--- src/rtl/isa_pkg.sv ---
// Shared ISA definitions for the tinyML control path: widths, opcodes and
// the fetch FSM state type used by instr_fetch and the decoder.
package isa_pkg;

    localparam int unsigned INSTR_W = 64;
    localparam int unsigned ADDR_W  = 24;

    localparam logic [4:0] NOP    = 5'h00;
    localparam logic [4:0] LOAD_V = 5'h01;
    localparam logic [4:0] LOAD_M = 5'h02;
    localparam logic [4:0] STORE  = 5'h03;
    localparam logic [4:0] GEMV   = 5'h04;
    localparam logic [4:0] RELU   = 5'h05;

    typedef enum logic [2:0] {
        IDLE,
        FETCH,
        DRAIN,
        OFFER,
        FINISH
    } fetch_state_t;

endpackage

--- src/rtl/instr_fetch_byte_packer.sv ---
// Tags returning memory bytes with a MEM_LAT-deep valid pipe and packs them
// little-endian into an 8-lane instruction register.
module byte_packer #(
    parameter int unsigned MEM_LAT = 1
) (
    input  logic        clk,
    input  logic        rst,
    input  logic        clear,
    input  logic        capture_en,
    input  logic        rd_en,
    input  logic [7:0]  rdata,
    output logic [63:0] data,
    output logic        full,
    output logic        last_byte
);

    logic [MEM_LAT-1:0] vpipe;
    logic [3:0]         rx_cnt;
    logic [7:0][7:0]    lanes;
    logic               tag;

    assign tag       = vpipe[MEM_LAT-1];
    assign full      = (rx_cnt == 4'd8);
    // Lets the FSM leave DRAIN in the same cycle the eighth byte lands.
    assign last_byte = tag && capture_en && (rx_cnt == 4'd7);
    assign data      = lanes;

    always_ff @(posedge clk or posedge rst) begin
        if (rst) begin
            vpipe  <= '0;
            rx_cnt <= '0;
            lanes  <= '0;
        end else if (clear) begin
            vpipe  <= '0;
            rx_cnt <= '0;
        end else begin
            vpipe[0] <= rd_en;
            for (int unsigned i = 1; i < MEM_LAT; i++) begin
                vpipe[i] <= vpipe[i-1];
            end
            if (tag && capture_en && !full) begin
                lanes[rx_cnt[2:0]] <= rdata;
                rx_cnt             <= rx_cnt + 4'd1;
            end
        end
    end

endmodule

--- src/rtl/instr_fetch.sv ---
// Instruction fetch unit: reads 8 bytes per instruction, offers the assembled
// word over valid/ready and advances pc until num_instr have been accepted.
module instr_fetch #(
    parameter int unsigned ADDR_W  = isa_pkg::ADDR_W,
    parameter int unsigned INSTR_W = isa_pkg::INSTR_W,
    parameter int unsigned MEM_LAT = 1
) (
    input  logic               clk,
    input  logic               rst,
    input  logic               start,
    input  logic [ADDR_W-1:0]  base_addr,
    input  logic [15:0]        num_instr,
    input  logic               abort,
    output logic               mem_rd_en,
    output logic [ADDR_W-1:0]  mem_addr,
    input  logic [7:0]         mem_rdata,
    output logic [INSTR_W-1:0] instr,
    output logic               instr_valid,
    input  logic               instr_ready,
    output logic [ADDR_W-1:0]  pc,
    output logic               busy,
    output logic               done
);

    import isa_pkg::*;

    fetch_state_t state, state_nx;
    logic [2:0]   issue_cnt;
    logic [15:0]  acc_cnt;
    logic [15:0]  num_lat;
    logic         pk_clear;
    logic         capture_en;
    logic         pk_full;
    logic         pk_last;
    logic [63:0]  pk_data;

    byte_packer #(.MEM_LAT(MEM_LAT)) u_packer (
        .clk        (clk),
        .rst        (rst),
        .clear      (pk_clear),
        .capture_en (capture_en),
        .rd_en      (mem_rd_en),
        .rdata      (mem_rdata),
        .data       (pk_data),
        .full       (pk_full),
        .last_byte  (pk_last)
    );

    assign instr = pk_data;

    always_comb begin
        state_nx    = state;
        mem_rd_en   = 1'b0;
        mem_addr    = '0;
        instr_valid = 1'b0;
        done        = 1'b0;
        busy        = (state != IDLE);
        pk_clear    = 1'b0;
        capture_en  = 1'b0;
        case (state)
            IDLE: begin
                if (start) begin
                    pk_clear = 1'b1;
                    state_nx = (num_instr == 16'd0) ? FINISH : FETCH;
                end
            end
            FETCH: begin
                mem_rd_en  = 1'b1;
                mem_addr   = pc + ADDR_W'(issue_cnt);
                capture_en = 1'b1;
                if (issue_cnt == 3'd7) begin
                    state_nx = DRAIN;
                end
            end
            DRAIN: begin
                capture_en = 1'b1;
                if (pk_full || pk_last) begin
                    state_nx = OFFER;
                end
            end
            OFFER: begin
                instr_valid = 1'b1;
                if (instr_ready) begin
                    pk_clear = 1'b1;
                    state_nx = ((acc_cnt + 16'd1) == num_lat) ? FINISH : FETCH;
                end
            end
            FINISH: begin
                done     = 1'b1;
                state_nx = IDLE;
            end
            default: state_nx = IDLE;
        endcase
        // Abort also flushes bytes still in flight from memory.
        if (abort) begin
            state_nx = IDLE;
            pk_clear = 1'b1;
        end
    end

    always_ff @(posedge clk or posedge rst) begin
        if (rst) begin
            state     <= IDLE;
            pc        <= '0;
            issue_cnt <= '0;
            acc_cnt   <= '0;
            num_lat   <= '0;
        end else begin
            state <= state_nx;
            if (abort || state != FETCH) begin
                issue_cnt <= '0;
            end else begin
                issue_cnt <= issue_cnt + 3'd1;
            end
            if (!abort) begin
                if (state == IDLE && start) begin
                    pc      <= base_addr;
                    num_lat <= num_instr;
                    acc_cnt <= '0;
                end else if (state == OFFER && instr_ready) begin
                    pc      <= pc + ADDR_W'(8);
                    acc_cnt <= acc_cnt + 16'd1;
                end
            end
        end
    end

endmodule

--- config.mk ---
export PLATFORM = sky130hd
export DESIGN_NAME = instr_fetch
export DESIGN_NICKNAME = d
export VERILOG_FILES = /design/src/rtl/isa_pkg.sv /design/src/rtl/instr_fetch_byte_packer.sv /design/src/rtl/instr_fetch.sv
export SDC_FILE = /design/constraint.sdc
export NUM_CORES = 1
export LEC_CHECK = 0
export ABC_AREA = 0
export CAP_MARGIN = 20
export CELL_PAD_IN_SITES_DETAIL_PLACEMENT = 1
export CELL_PAD_IN_SITES_GLOBAL_PLACEMENT = 2
export CORE_MARGIN = 1
export CORE_UTILIZATION = 30
export DETAILED_ROUTE_END_ITERATION = 10
export GPL_TIMING_DRIVEN = 1
export PLACE_DENSITY = 0.9
export REMOVE_ABC_BUFFERS = 1
export SYNTH_ARGS = -nofsm -noshare
export SYNTH_HDL_FRONTEND = slang
export SYNTH_SLANG_ARGS = --single-unit
--- constraint.sdc ---
create_clock -name clk -period 5.4 [get_ports clk]
set_input_delay 1.08 -clock clk [delete_from_list [all_inputs] [get_ports clk]]
set_output_delay 1.08 -clock clk [all_outputs]
set_load 0.05 [all_outputs]
# Word-level counts from Yosys, hierarchy flattened
# Index checks and enable logic that the tools add are counted.
# totals
word_cells	84
mem_count	0
output_inout_bits	116
input_bits	53
register_bits	131
latchBits	0
romBits	0
ram_bits	0
# classes
n_addsub	5
n_bitwise	2
shifts	0
reduce_logical	19
order_cmp	2
div	0
eq_ne	13
mul	0
n_mux	28
# op_table
operator	count
24-bit 2-to-1 mux	3
64-bit bitwise mux	1
16-bit 2-to-1 mux	2
24-bit by 3-bit adder with 24-bit output	1
24-bit by 4-bit adder with 24-bit output (second input constant)	1
8-bit demux with 3-bit select	1
3-bit 2-to-1 mux	8
16-bit by 1-bit adder with 16-bit output (second input constant)	1
16-bit == test	1
16-bit zero test	1
3-bit != test (second input constant)	4
3-bit one-hot mux with 4 select lines	1
1-bit 2-to-1 mux	8
4-bit 2-to-1 mux	2
8-bit 2-to-1 mux	1
3-bit by 2-bit == test with 1-bit output (second input constant)	2
3-bit == test (second input constant)	2
1-bit logical AND	6
2-bit AND reduction	3
4-bit by 1-bit adder with 4-bit output (second input constant)	1
4-bit by 3-bit == test with 1-bit output (second input constant)	1
4-bit == test (second input constant)	1
3-bit by 4-bit < comparator with 1-bit output (second input constant)	1
4-bit AND reduction	1
other kinds (12)	15

# Logic depth before layout (Yosys ltp)
# Gate-level depths: netlist of run 1.
# logic_depth
depth_word	9
depth_mapped	9
ltp_nobuf	8

# Cells and area by module
# From an unflattened synthesis of run 1, not the netlist that was laid out.
# unflattened
hier_cells	675
hier_area_um2	6885.4
# modules_own_cells
module	instances	seq_area_each_um2	cells_each	area_each_um2
instr_fetch	1	1551.5	503	4144.0
byte_packer	1	1726.7	172	2741.4

# Worst setup path before layout of run 1
# Ideal clock, no wire load.
# synth_path
path_type	flip-flop to output port
startpoint	reg pc[3]
endpoint	out mem_addr[23]
arrival_ns	3.023
path_slack_ns	1.297
required_time_ns	4.320
stages_incl_launch_ff	9
n_path_buf	0
path_cell_list	dfrtp_1 ha_1 nand3_2 nor2_4 and4_4 and3_4 nand3_4 or3_1 a21oi_1
# synth_via
elab_chain_cells	2
# synth_lines
element	line	rtl
start, declared	instr_fetch.sv:20	output logic [ADDR_W-1:0] pc,
start signal, assigned	instr_fetch.sv:117	pc <= base_addr;
start signal, assigned	instr_fetch.sv:121	pc <= pc + ADDR_W'(8);
24-bit by 3-bit adder with 24-bit output	instr_fetch.sv:69	mem_addr = pc + ADDR_W'(issue_cnt);
24-bit 2-to-1 mux	instr_fetch.sv:60	case (state)
end, declared	instr_fetch.sv:15	output logic [ADDR_W-1:0] mem_addr,
# No other way between the ends.

# Worst setup path in the final report of run 1
# Ends and elaborated chain as after synthesis.

==> impl_metrics.json, run 1 <==
{
  "placedCellCount": 1084,
  "period_needed_ps": 4546,
  "cap_violations": 0,
  "finalHoldViolCount": 0,
  "crit_buf_inv": 1,
  "vias_per_cell": 5.133,
  "die-area_um2": 23180,
  "outcome": "finished with violations",
  "grt_pass1_vias": 6151,
  "grt_antenna_before_repair": 0,
  "cpMaxStageDelayCell": "clkdlybuf4s50_1",
  "crit_family": "simple AND/OR/NAND/NOR gates",
  "rows": 54,
  "crit_chain": "ha_1 -> nand3_2 -> nor2_4 -> and4_4 -> and3_4 -> nand3_4 -> or3_1 -> a21oi_1 -> clkdlybuf4s50_1",
  "vias": 5734,
  "post-route-util_pct": 42.86,
  "nets": 887,
  "dr.pass1.iters": 9,
  "critical_path_depth": 9,
  "synth_area_per_cell_um2": 10.28,
  "drtIter0Drc": 207,
  "post_cts_buffers": 0,
  "period_share_pct": 84.19,
  "cts_tree": "done",
  "slew_headroom_pct": 43.88,
  "synth_warnings": 0,
  "crit_fanout": 8,
  "cts_buffers": 17,
  "holdBufCountCts": 0,
  "finalSetupTns_ps": 0,
  "synthFlopType": "dfrtp_1",
  "max_freq_ghz": 0.2200,
  "setup_ws_ps": 853.6,
  "grt_pass1_wl_um": 34810,
  "post-place-ws_ps": 1303,
  "arrival_ps": 3470,
  "r2r_setup_slack_ps": 2840,
  "cellPowerDensity_nw_per_um2": 478.5,
  "synth.distinct_cells": 59,
  "die_x_um": 152.3,
  "cts_resized": 0,
  "grt_max_degree": 81,
  "drc_errors": 18,
  "syn2layout_area_growth_pct": 38.94,
  "wl_um": 21080,
  "required_ps": 4320,
  "min_path_cells": 1,
  "coreArea_um2": 21960,
  "finalClockSkew_ps": 9.789,
  "power.total_mw": 4.503,
  "cts_buffer_depth": 2,
  "io-pin-count": 169,
  "finalSetupViolations": 0,
  "ys_ff_latch": 131,
  "synth_edf_count": 0,
  "path_clk_slew_ps": 70,
  "final_common_cell": "clkdlybuf4s50_1",
  "clk_latency_ps": 420,
  "crit_type": "flop to output port",
  "hp-class": "flop to flop",
  "seq_area_frac_synth_pct": 48.39,
  "start_util_pct": 30.85,
  "cpPeakStageDelay_ps": 820,
  "dp_hpwl_um": 14660,
  "worst_pin_slew_ps": 841.9,
  "syn_area_um2": 6774,
  "ir_drop_uv": 263.7,
  "rsz0062_at_grt": "false",
  "post_drt_wl_per_cell_um": 18.87,
  "die_h_um": 152.3,
  "n_antenna_cell": 0,
  "cts.sinks": 131,
  "grt-ovfl-total": 0,
  "fill_cells": 2410,
  "final_cell_mix": "clkdlybuf4s50_1, dfrtp_1, mux2_2",
  "track_usage_pct": 19.12,
  "ant_nets": 0,
  "routabilityCongestion": 0.7677,
  "htreeDepth": 4,
  "worst_setup_path_end_kind": "output port",
  "startpoint_type": "flop",
  "worstRegToRegCells": 6,
  "violations": "design-rule violations",
  "instances_no_fill": 1117,
  "port-buffer-count": 168,
  "slew_violations": 0,
  "clockRootBuffer": "clkbuf_16",
  "drive_gt1_share_pct": 17.44,
  "p_leak_nw": 3.956,
  "synthArstFlopShare_pct": 100.0,
  "netlist_instances": 659
}
-- kinds of logic after synthesis --
logic type / after synthesis / synth area share, %
adders and majority gates: 10 / 1.958
xor gates and xnor gates: 34 / 4.396
buffers and inverters: 42 / 2.660
AOI/OAI and AO/OA: 143 / 11.84
DFF: 131 / 48.39
muxes: 87 / 14.39
and+or+nand+nor: 212 / 16.37
-- cells in the mapped netlist (2+ instances only) --
library cell / instances / area share (%)
nand2_1: 49 / 2.7
nor2b_1: 4 / 0.37
nor3_1: 14 / 1.0
nor2_4: 2 / 0.33
xor2_1: 8 / 1.0
mux2i_1: 4 / 0.59
a21oi_1: 56 / 4.1
nor4_1: 5 / 0.46
dfrtp_1: 131 / 48
o31ai_1: 3 / 0.33
buf_2: 6 / 0.44
nand4_1: 6 / 0.55
buf_4: 2 / 0.22
a21o_1: 3 / 0.33
clkbuf_1: 21 / 1.2
or3_1: 14 / 1.3
nor3_2: 3 / 0.44
o211ai_1: 2 / 0.22
nand3_2: 2 / 0.30
o21ai_0: 50 / 3.7
ha_1: 9 / 1.7
nand3_1: 28 / 2.1
a22oi_1: 4 / 0.44
xnor2_1: 26 / 3.4
nor2_1: 52 / 2.9
nand2b_1: 3 / 0.28
a31oi_1: 2 / 0.18
and2_1: 8 / 0.74
a211oi_1: 3 / 0.33
mux2_2: 83 / 14
inv_1: 11 / 0.61
and3_4: 2 / 0.33
o22ai_1: 11 / 1.0
and3_1: 7 / 0.65
-- area by class of cell --
class,instances,area (um^2),share of cell area (%)
clock buffers,17,425.4,4.520
clock inverters,15,224.0,2.380
inverters,11,43.79,0.4653
multi-input cells,486,3321,35.28
flip-flops and latches,131,3278,34.83
well taps,280,350.3,3.722
repair buffers,177,1769,18.80
-- sequential cells by signal, indices dropped and copies added, names as in the netlist --
register         count
u_packer.data       64
issue_cnt            3
acc_cnt             16
pc                  24
u_packer.tag         1
state                3
u_packer.rx_cnt      4
num_lat             16
-- layer usage --
| metal | up-vias | wire length, um | global-route usage (%) |
|---|---|---|---|
| met1 | 2868 | 9462 | 25.09 |
| met4 | 0 | 312 | 5.685 |
| met3 | 18 | 1266 | 4.352 |
| li1 | 2701 | - | - |
| met2 | 147 | 10040 | 31.40 |
| met5 | - | 0 | 0 |
-- final timing paths --
kind / from / endpoint
worst max-delay path: pc[3] / mem_addr[23]
worst min-delay path: issue_cnt[0] / issue_cnt[0]
worst max register to register: state[0] / u_packer.data[55]
worst min register to register: issue_cnt[0] / issue_cnt[0]
max in group asynchronous: rst / num_lat[6]
min in group asynchronous: rst / u_packer.data[46]
-- power by group --
part | internal [mW] | leakage, nW | total (mW) | switching [mW]
sequential | 1.16 | 1.72 | 1.40 | 0.245
combinational | 0.641 | 1.92 | 1.80 | 1.16
clock | 0.790 | 0.318 | 1.29 | 0.504
-- stage by stage --
| stage | instance area (um^2) | hold WS [ps] |
|---|---|---|
| floorplan | 6635 | 439.5 |
| global placement | 8735 | 466.0 |
| detailed placement | 8735 | 486.3 |
| CTS | 9384 | 493.9 |
| global route | 9412 | 523.7 |
| finish | 9412 | 489.4 |
Power figures use the tool's default switching activity.
==> run 2: changes to the inputs <==
- CORE_UTILIZATION: 30 -> 28
- PLACE_DENSITY: 0.9 -> 0.88
- clock period: 5.4 -> 4 ns (I/O delays scaled with it)
==> run 2 against run 1 <==
Effect of this change:
- the run now ends clean
- routed wire length fell by 1.4%
- clock power grew 16%
- cell area grew 0.52%
- clock-buffer cell count stayed put
- sequential share of layout area shrank 0.18 points
- hold slack got worse by 15 ps
- setup slack got worse by 590 ps
- via count decreased by 1.1%
- total power is 32% higher
- critical endpoint is now mem_addr[19]
- largest cell class unchanged
- largest power group unchanged
- highest routed layer unchanged
==> impl_metrics.json, run 2 (same netlist as run 1, synthesis figures left out) <==
{
  "period_share_pct": 93.49,
  "startpoint_type": "flop",
  "clk_latency_ps": 420,
  "cts_buffer_depth": 2,
  "sequentialPowerShare_pct": 32.0,
  "vias": 5672,
  "die-area_um2": 24820,
  "cpMaxStageDelayCell": "clkdlybuf4s50_1",
  "track_usage_pct": 17.57,
  "io-pin-count": 169,
  "holdWs_ps": 474.0,
  "final_cell_mix": "clkdlybuf4s50_1, dfrtp_1, mux2_2",
  "ant_nets": 0,
  "start_util_pct": 28.69,
  "rsz0062_at_grt": "false",
  "routabilityCongestion": 0.7844,
  "cpPeakStageDelay_ps": 810,
  "clockRootBuffer": "clkbuf_16",
  "setup_ws_ps": 260.5,
  "period_needed_ps": 3739,
  "power_frac_comb_pct": 42.7,
  "grt_max_degree": 66,
  "placedCellCount": 1125,
  "cts_buffers": 17,
  "syn2layout_area_growth_pct": 39.66,
  "p_switching_mw": 2.597,
  "finalHoldViolCount": 0,
  "dr.pass1.iters": 4,
  "clkPwrFrac_pct": 25.3,
  "cellInternalPower_mw": 3.328,
  "wl_um": 20780,
  "p_leak_nw": 3.983,
  "required_ps": 3200,
  "die_x_um": 157.5,
  "dp_hpwl_um": 14980,
  "cts_tree": "done",
  "port-buffer-count": 168,
  "place_area_um2": 8894,
  "hp-class": "flop to flop",
  "drc_errors": 0,
  "rows": 56,
  "arrival_ps": 2940,
  "slew_violations": 0,
  "crit_chain": "ha_1 -> nand3_2 -> nor2_4 -> and4_4 -> nand2_1 -> xor2_1 -> nor2_1 -> clkdlybuf4s50_1",
  "grt_antenna_before_repair": 1,
  "cap_violations": 0,
  "vias_per_cell": 4.898,
  "power.total_mw": 5.924,
  "post-place-ws_ps": 474.6,
  "htreeDepth": 4,
  "final_common_cell": "clkdlybuf4s50_1",
  "outcome": "completed",
  "slew_headroom_pct": 54.56,
  "cts.sinks": 131,
  "worst_pin_slew_ps": 679.1,
  "coreArea_um2": 23610,
  "finalSetupViolations": 0,
  "post_drt_wl_per_cell_um": 17.95,
  "nets": 888,
  "finalInstanceArea_um2": 9460,
  "instances_no_fill": 1158,
  "p_sw_share_pct": 43.83,
  "largest_reg_flops": 64,
  "crit_fanout": 6,
  "cellPowerDensity_nw_per_um2": 626.2,
  "finalClockSkew_ps": 9.737,
  "max_freq_ghz": 0.2674,
  "worst_setup_path_end_kind": "output port",
  "grt_pass1_wl_um": 33090,
  "drive_gt1_share_pct": 19.57,
  "grt-ovfl-total": 0,
  "drtIter0Drc": 227,
  "grt_pass1_vias": 5817,
  "ir_drop_uv": 370.7,
  "die_h_um": 157.5,
  "crit_type": "flop to output port",
  "path_clk_slew_ps": 60
}
run 2: layer usage:
layer / share of wire [%] / vias to the layer above / track usage (%)
li1: - / 2701 / -
met1: 46 / 2802 / 22.49
met2: 46 / 152 / 28.21
met3: 6.7 / 17 / 5.479
met4: 1.2 / 0 / 5.317
met5: 0 / - / 0
run 2: layout make-up:
| class | count | area, um^2 |
|---|---|---|
| Clock inverter | 15 | 136.4 |
| Clock buffer | 17 | 425.4 |
| Antenna cell | 1 | 2.502 |
| Sequential cell | 131 | 3278 |
| Multi-Input combinational cell | 486 | 3321 |
| Tap cell | 319 | 399.1 |
| Fill cell | 2642 | 14150 |
| Inverter | 11 | 43.79 |
| Timing Repair Buffer | 178 | 1854 |
run 2: path summary, 6_finish.rpt:
kind,cells past startpoint,end,start,slack [ps]
setup / recovery,8,mem_addr[19],pc[4],260
max in group asynchronous,3,u_packer.data[17],rst,2430
hold / removal,1,issue_cnt[0],issue_cnt[0],470
setup reg to reg,7,state[0],acc_cnt[0],1480
min in group asynchronous,2,u_packer.data[21],rst,790
hold reg to reg,1,issue_cnt[0],issue_cnt[0],470
run 2: critical path: cells and delay by family (launching register included):
kind          cells  cell delay [ps]
xor+xnor          1              140
fa+ha+maj         1              290
buf+inv           1              810
flops             1              460
simple gates      5              810
run 2: what timing repair did:
item / CTS / global route
hold endpoints to repair: 0 / 0
buffers inserted: 0 / 0
setup endpoints to repair: 0 / 1
gates resized for setup: 0 / 1
hold buffers: 0 / 0
run 2: stage by stage:
step | util (%) | setup TNS (ps)
finish | 40.06 | 0
CTS | 40.04 | 0
global placement | 37.66 | 0
global route | 40.05 | 0
detailed placement | 37.66 | 0
floorplan | - | -39000
run 2: power groups by stage:
stage,registers (mW),clock network (mW),logic (mW)
global placement,1.90,0,2.53
global route,1.95,1.60,2.70
finish,1.90,1.50,2.53
detailed placement,1.92,0,2.55
CTS,1.90,1.55,2.56
floorplan,2.36,0,1.11
